`config.mk`:
```
export PLATFORM = sky130hd
export DESIGN_NAME = fp4_mul_arbiter
export DESIGN_NICKNAME = d
export VERILOG_FILES = /design/src/rtl/fp4_mul_arbiter.sv
export SDC_FILE = /design/constraint.sdc
export NUM_CORES = 1
export LEC_CHECK = 0
export ABC_AREA = 1
export CORE_MARGIN = 5
export CORE_UTILIZATION = 35
export DETAILED_ROUTE_END_ITERATION = 6
export SKIP_LAST_GASP = 1
export SYNTH_ARGS = -nofsm -noshare
export SYNTH_HDL_FRONTEND = slang
export SYNTH_SLANG_ARGS = --single-unit
export TNS_END_PERCENT = 100
```
`constraint.sdc`:
```
create_clock -name i_clk -period 2.2 [get_ports i_clk]
set_input_delay 0.22 -clock i_clk [delete_from_list [all_inputs] [get_ports i_clk]]
set_output_delay 0.22 -clock i_clk [all_outputs]
set_load 0.05 [all_outputs]
```
`src/rtl/fp4_mul_arbiter.sv`:
```
// Two-port round-robin front end for a pipelined fp4 multiplier. Per-port credits
// bound the in-flight work so each port's result FIFO can never overflow.
module fp4_mul_arbiter #(
    parameter int LAT   = 4,
    parameter int DEPTH = 4
) (
    input  logic       i_clk,
    input  logic       i_rst,

    input  logic       i_req0_valid,
    output logic       o_req0_ready,
    input  logic [3:0] i_req0_a,
    input  logic [3:0] i_req0_b,

    input  logic       i_req1_valid,
    output logic       o_req1_ready,
    input  logic [3:0] i_req1_a,
    input  logic [3:0] i_req1_b,

    output logic       o_mul_valid,
    output logic [3:0] o_mul_a,
    output logic [3:0] o_mul_b,

    input  logic       i_mul_valid,
    input  logic       i_mul_sign,
    input  logic [2:0] i_mul_exp_u,
    input  logic [4:0] i_mul_sig_grs,

    output logic       o_rsp0_valid,
    input  logic       i_rsp0_ready,
    output logic       o_rsp0_sign,
    output logic [2:0] o_rsp0_exp_u,
    output logic [4:0] o_rsp0_sig_grs,

    output logic       o_rsp1_valid,
    input  logic       i_rsp1_ready,
    output logic       o_rsp1_sign,
    output logic [2:0] o_rsp1_exp_u,
    output logic [4:0] o_rsp1_sig_grs,

    output logic       o_err
);

    localparam int AW = $clog2(DEPTH);
    localparam int CW = AW + 1;
    localparam logic [CW-1:0] CREDIT_MAX = CW'(DEPTH);
    localparam logic [AW:0]   PTR_ONE    = (AW + 1)'(1);

    logic [1:0] reqValid;
    logic [1:0] rspReady;
    logic [1:0] eligible;
    logic [1:0] request;
    logic [1:0] grant;
    logic [1:0] push;
    logic [1:0] pop;
    logic [1:0] orphan;
    logic [1:0] rspValid;
    logic       stray;
    logic       tagValidOut;
    logic       tagPortOut;
    logic [8:0] resData;
    logic [8:0] rspHead [2];

    logic           mulValid_q;
    logic [3:0]     mulA_q;
    logic [3:0]     mulB_q;
    logic           mulPort_q;
    logic           rr_q;
    logic           err_q;
    logic [LAT-1:0] tagValid_q;
    logic [LAT-1:0] tagPort_q;
    logic [CW-1:0]  cnt_q [2];
    logic [CW-1:0]  cnt_d [2];
    logic [AW:0]    wrPtr_q [2];
    logic [AW:0]    rdPtr_q [2];
    logic [8:0]     mem_q [2][DEPTH];

    assign tagValidOut = tagValid_q[LAT-1];
    assign tagPortOut  = tagPort_q[LAT-1];
    assign resData     = {i_mul_sign, i_mul_exp_u, i_mul_sig_grs};

    // rr_q == 0 favours port 0. Ready is forced low while reset is asserted.
    always_comb begin
        reqValid = {i_req1_valid, i_req0_valid};
        rspReady = {i_rsp1_ready, i_rsp0_ready};
        for (int p = 0; p < 2; p++) begin
            eligible[p] = cnt_q[p] < CREDIT_MAX;
            rspValid[p] = wrPtr_q[p] != rdPtr_q[p];
            rspHead[p]  = rspValid[p] ? mem_q[p][rdPtr_q[p][AW-1:0]] : 9'd0;
        end
        request  = reqValid & eligible & {2{~i_rst}};
        grant[0] = request[0] & (~request[1] | ~rr_q);
        grant[1] = request[1] & (~request[0] | rr_q);
        pop      = rspValid & rspReady;
        push     = {2{tagValidOut & i_mul_valid}} & {tagPortOut, ~tagPortOut};
        orphan   = {2{tagValidOut & ~i_mul_valid}} & {tagPortOut, ~tagPortOut};
        stray    = i_mul_valid & ~tagValidOut;
        for (int p = 0; p < 2; p++) begin
            cnt_d[p] = cnt_q[p] + CW'(grant[p]) - CW'(pop[p]) - CW'(orphan[p]);
        end
    end

    // A result landing in the FIFO moves a credit from in-flight to occupancy, so only
    // grants, pops and orphaned tags change the count.
    always_ff @(posedge i_clk or posedge i_rst) begin
        if (i_rst) begin
            mulValid_q <= 1'b0;
            mulA_q     <= '0;
            mulB_q     <= '0;
            mulPort_q  <= 1'b0;
            rr_q       <= 1'b0;
            err_q      <= 1'b0;
            tagValid_q <= '0;
            tagPort_q  <= '0;
            for (int p = 0; p < 2; p++) begin
                cnt_q[p]   <= '0;
                wrPtr_q[p] <= '0;
                rdPtr_q[p] <= '0;
            end
        end else begin
            mulValid_q <= |grant;
            if (|grant) begin
                mulA_q    <= grant[1] ? i_req1_a : i_req0_a;
                mulB_q    <= grant[1] ? i_req1_b : i_req0_b;
                mulPort_q <= grant[1];
                rr_q      <= grant[0];
            end
            tagValid_q[0] <= mulValid_q;
            tagPort_q[0]  <= mulPort_q;
            for (int i = 1; i < LAT; i++) begin
                tagValid_q[i] <= tagValid_q[i-1];
                tagPort_q[i]  <= tagPort_q[i-1];
            end
            if (stray || (|orphan)) begin
                err_q <= 1'b1;
            end
            for (int p = 0; p < 2; p++) begin
                cnt_q[p] <= cnt_d[p];
                if (push[p]) begin
                    wrPtr_q[p] <= wrPtr_q[p] + PTR_ONE;
                end
                if (pop[p]) begin
                    rdPtr_q[p] <= rdPtr_q[p] + PTR_ONE;
                end
            end
        end
    end

    always_ff @(posedge i_clk) begin
        for (int p = 0; p < 2; p++) begin
            if (push[p]) begin
                mem_q[p][wrPtr_q[p][AW-1:0]] <= resData;
            end
        end
    end

    assign o_req0_ready = grant[0];
    assign o_req1_ready = grant[1];
    assign o_mul_valid  = mulValid_q;
    assign o_mul_a      = mulA_q;
    assign o_mul_b      = mulB_q;
    assign o_rsp0_valid = rspValid[0];
    assign o_rsp1_valid = rspValid[1];
    assign {o_rsp0_sign, o_rsp0_exp_u, o_rsp0_sig_grs} = rspHead[0];
    assign {o_rsp1_sign, o_rsp1_exp_u, o_rsp1_sig_grs} = rspHead[1];
    assign o_err        = err_q;

endmodule

```
## Yosys cells after proc, flatten, opt, wreduce, memory -nomap -nowiden

Memory sizes are Yosys's and may differ from the RTL's.
Cells that the tools add are included.

- Reduce and logical (&&, ||, !) cells: 6
- Muxes and demuxes: 21
- Equal/unequal tests: 2
- Magnitude comparators: 8
- Add/subtract/negate cells: 10
- Bitwise operators: 23

Operator list:

| operator | count |
|---|---|
| $mux 36 | 4 |
| $mux 9 | 8 |
| $bmux 9 s2 | 2 |
| $demux 9 s2 | 2 |
| $reduce_or 36->1 | 1 |
| $add 3x1->3 const B | 4 |
| $ge 3x3->1 const B | 4 |
| $not 2->3 | 4 |
| $sub 3x1->3 | 4 |
| $and 2x2->2 | 5 |
| $mux 4 | 2 |
| $not 1->1 | 7 |
| $add 3x1->3 | 2 |
| $lt 3x1->1 const B | 2 |
| $lt 3x3->1 const B | 2 |
| $ne 3x3->1 | 2 |
| $and 1x1->1 | 5 |
| $reduce_or 2->1 | 2 |
| $mux 1 | 3 |
| $logic_and 1x1->1 | 2 |
| $or 1x1->1 | 2 |
| $logic_or 1x1->1 | 1 |

- Bits in writable memories: 72
- Memories kept: 1
- Register bits: 38
- Word-level logic and storage cells: 85

Memories:

| memory | words | width | rd ports | clocked after Yosys merged registers in | write ports | RTL line | source |
|---|---|---|---|---|---|---|---|
| mem_q | 2 | 36 | 2 | 0 | 1 | 76 | `logic [8:0] mem_q [2][DEPTH];` |

## Logic depth before layout (Yosys ltp)

- Word-level depth: 9
- Depth in mapped cells: 12

## Least setup slack after synthesis

OpenSTA, ideal clock, no wires.

- Kind: input to register
- From: input port i_rst
- To: register cnt_q[2] (netlist name)
- Path slack: -0.710 ns
- Stages: 9
- Library setup time: 0.123 ns
- Arrival: 2.788 ns
- Cells stage by stage: inv_1 > nand2_2 > clkinv_2 > nand2_2 > inv_1 > fa_1 > ha_1 > ha_1 > xnor2_1

RTL lines:

| element | RTL line | source |
|---|---|---|
| from (decl) | 8 | `input logic i_rst,` |
| to (signal, indexed assignment) | 138 | `cnt_q[p] <= cnt_d[p];` |
| to (decl) | 72 | `logic [CW-1:0] cnt_q [2];` |

## Worst setup path in the final report

- From: register rdPtr_q[3] (netlist name)
- To: output port o_rsp0_sig_grs[0]

- Longest elaborated chain between the ends: 5
- Elaborated cells between the ends (all ways): 6
- Those cells by class: 1 x eq/ne; 4 x mux; 1 x bitwise

RTL lines:

| element | RTL line | source |
|---|---|---|
| from (decl) | 75 | `logic [AW:0] rdPtr_q [2];` |
| from (signal, indexed assignment) | 143 | `rdPtr_q[p] <= rdPtr_q[p] + PTR_ONE;` |
| $not 2->3 (not written as such) | 89 | `rspHead[p] = rspValid[p] ? mem_q[p][rdPtr_q[p][AW-1:0]] : 9'd0;` |
| $bmux 9 s2 | 89 |  |
| $mux 9 (not written as such) (2 in series) | 89 |  |
| $mux 9 (*) | 89 |  |
| to (decl) | 33 | `output logic [4:0] o_rsp0_sig_grs,` |

Mark *: on every way between the ends. The rest lies on a longest branch, timed or not. The select of a mux whose other input is x is not followed.

==> results.md <==
• **outcome** completed
• **cell at the root of the clock tree** clkbuf_16
• **number of DRC markers after the initial detailed-route iteration** 214
• **most common flop cell mapped by yosys** edfxtp_1
• **Logic pwr share** 54.2%
• **leakage power summed over all cells** 2.596 nW
• **post-route design area** 6314 sq um
• **cell area reported after detailed placement** 5982 sq um
• **drt pass-1 iters** 5
• **total wire length** 9845 um
• **CTS H-tree lvls** 3
• **most frequent cells after synthesis** 72 x edfxtp_1, 64 x nor2_1, 50 x nand2_1, 40 x inv_1, 38 x dfrtp_1
• **Post-Syn Instances** 409
• **start point of the worst hold path** tagPort_q[0]
• **number of warnings issued by yosys** 0
• **switching power** 0.004210 W
• **maximum number of buffers from clock root to sink** 2
• **Final setup viols** 0
• **Std-Cell Core Area** 13,240 sq um
• **post-synthesis instance area** 4737 sq um
• **met2 layer usage reported by global route** 21.50%
• **share of total power consumed by net switching** 41.76%
• **worst-case setup slack after placement** -96.34 ps
• **count of input and output buffers** 63
• **global-route total usage across every layer** 13.04%
• **routed vias** 3,147
• **arrival time worst endpoint** 1830 ps
• **flop and latch count out of synthesis** 110
• **Site Rows** 42
• **cell type with the highest aggregate area in the netlist** edfxtp_1
• **vertical extent of the die** 126.3 um
• **vias in the first global route** 3,216
• **chip width** 126.3 um
• **Worst setup EP type** output port
• **min-delay worst type** reg2reg
• **proportion of synthesized chip area in sequential cells** 65.72%
• **antenna violations before repair** 0
• **fraction of synthesized cell area taken by the top area cell type** 45.64%
• **endpoint of the worst-slack reg-to-reg timing path** cnt_q[5]
• **critical register-to-register path startpoint** wrPtr_q[4]
• **element type at the critical path start** register
• **number of hold buffers added after cts** 0
• **async set-reset flop share out of synthesis** 34.55%
• **Clock Power Share** 17.6%
• **Final Critical Period** 2053 ps
• **reg2reg setup slack** 160 ps
• **clock slew seen by the registers of the worst setup and hold paths** 70 ps
• **Power Internal** 0.005870 W
• **post-DP HPWL** 6838 um
• **total grt overflow** 0
• **unrepaired setup endpoints after global routing** false
• **Worst Tran Pin Value** 531.9 ps
• **routed via count divided by cell count** 4.621
• **fraction of met3 tracks used by global routing** 3.111%
• **area overhead of the layout relative to synthesis** 33.28%
• **top fanout value on the critical path** 21
• **count of different cell masters after synthesis** 27
• **global-route wire length before repair** 16,660 um
• **Min-Delay Endpoint** tagPort_q[1]
• **Post-Syn Nets** 461
• **Total Nets Final** 552
• **Worst Setup Path Type** reg2out
• **fraction of final layout cells sized beyond drive strength 1** 20.00%
• **Cells on Worst Hold Path** 0
• **Final Slew Violations** 0
• **required time of the critical path** 1980 ps
• **largest net degree at the start of global routing** 39
• **TritonCTS clock tree** yes
• **worst ir drop on vdd** 0.6496 mV
• **Final Hold Violating Endpoints** 0
• **relative contribution of sequential cells to total power** 28.2%
• **number of enable-type register cells in the synthesized netlist** 72
• **gpl congestion** 0.7505
• **mean instance size in the synthesized netlist** 11.58 sq um
• **layer carrying the most global-route usage** met2
• **source-to-sink clock delay at the later pin of the worst-skew pair** 340 ps
• **boundary pin count** 64
• **CTS Buf Count** 9
• **initial core utilization** 35.77%
• **cell types with the largest area share after synthesis** edfxtp_1 46%, dfrtp_1 20%, nor2_1 5.1%
• **Worst Reg-to-Reg Cells** 10
• **number of nets with antenna violations after routing** 0
• **pwr dens** 1597 nW/um^2
• **most used standard cell by instance count after synthesis** edfxtp_1
• **worst setup slack after layout** 146.5 ps
• **max_cap viols** 0
• **number of remaining DRC errors** 0
• **area of the die** 15,960 sq um
• **post-DR wirelength/cell** 14.46 um
• **M1 GR Usage** 16.81%
• **worst slew margin relative to its limit** 64.43%
• **post-layout total power** 0.01008 W
• **TritonCTS sink count** 110
• **Highest Clock Rate** 487.0 MHz
• **number of diodes** 0
• **Max Clock Skew** 7.433 ps
• **portion of the clock cycle consumed by the worst path in the final layout** 93.34%
## logic make-up after synthesis
kind of cell / after synthesis / share of synthesized area, %
XOR/XNOR: 12 / 2.219
AO/OA/AOI/OAI: 58 / 7.078
AND/OR/NAND/NOR: 153 / 13.89
buffers and inverters: 56 / 5.494
flip-flops: 110 / 65.72
adder cells (fa/ha/maj): 20 / 5.600
## registers in the layout (all words and copies together) (netlist names)
| register | flops |
|---|---|
| o_mul_a | 4 |
| o_err | 1 |
| mulPort_q | 1 |
| o_mul_b | 4 |
| tagPort_q | 4 |
| rdPtr_q | 6 |
| o_mul_valid | 1 |
| tagValid_q | 4 |
| cnt_q | 6 |
| mem_q | 72 |
| rr_q | 1 |
| wrPtr_q | 6 |
## how the worst max path moves through the flow
stage | from | to | slack [ps] | depth (start not counted)
after detailed placement | i_req1_valid | cnt_q[5] | -100 | 12
final | rdPtr_q[3] | o_rsp0_sig_grs[0] | 150 | 5
after global routing | rdPtr_q[3] | o_rsp0_sig_grs[0] | 9 | 5
after CTS | rdPtr_q[0] | o_rsp1_exp_u[0] | 100 | 7
after global placement | i_req1_valid | cnt_q[5] | -80 | 12
after floorplan | i_rst | cnt_q[1] | -360 | 8
## metal layers
metal,part of all wire [%],wire (um)
met5,0,0
met4,0.86,85
met3,6.1,597
met2,49,4833
met1,44,4328
## worst max-delay path, stage by stage, from the launching register on
cell	delay, ps
dfrtp_1	410
buf_4	220
inv_2	280
o21ai_0	180
a21oi_2	240
buf_12	170
## cell type report
class                   instances  area [sq um]
flip-flops and latches        110          3114
clock inverters                 7         102.6
inverters                      47         193.9
repair buffers                 89          1021
well taps                     176         220.2
clock buffers                   9         225.2
fillers                      1223          6929
multi-input cells             243          1436
## cells in the final DEF, fill, tap and decap left out, types with 4 or more instances in the layout
cell type,instances
a21oi_2,9
buf_12,20
buf_4,28
clkbuf_16,9
clkdlybuf4s50_1,41
dfrtp_1,37
edfxtp_1,72
ha_1,14
inv_1,37
inv_2,5
nand2_1,49
nand3_1,30
nor2_1,64
o21ai_0,28
o21ai_1,9
o22ai_1,9
xnor2_1,4
xor2_1,7
## timing repair
item                                    CTS  global route
buffers inserted                          0             0
endpoints found under the setup margin    0             2
resized for setup                         0             3
## power by group through the flow
stage / clock network [W] / registers [W] / logic, W
finish: 0.00177 / 0.00285 / 0.00547
global route: 0.00191 / 0.00290 / 0.00591
CTS: 0.00182 / 0.00285 / 0.00555
detailed placement: 0 / 0.00288 / 0.00554
global placement: 0 / 0.00288 / 0.00542
floorplan: 0 / 0.00312 / 0.00304
## through the flow
step | utilization, % | setup TNS, ps | hold WS [ps] | std cells
2_1_floorplan | - | -943.1 | 201.5 | 409
3_3_place_gp | 45.17 | -76.41 | 334.5 | 665
3_5_place_dp | 45.17 | -122.0 | 337.1 | 665
4_1_cts | 47.65 | 0 | 353.8 | 681
5_1_grt | 47.68 | 0 | 357.7 | 681
6_report | 47.68 | 0 | 351.0 | 681
Power figures use the tool's default switching activity.
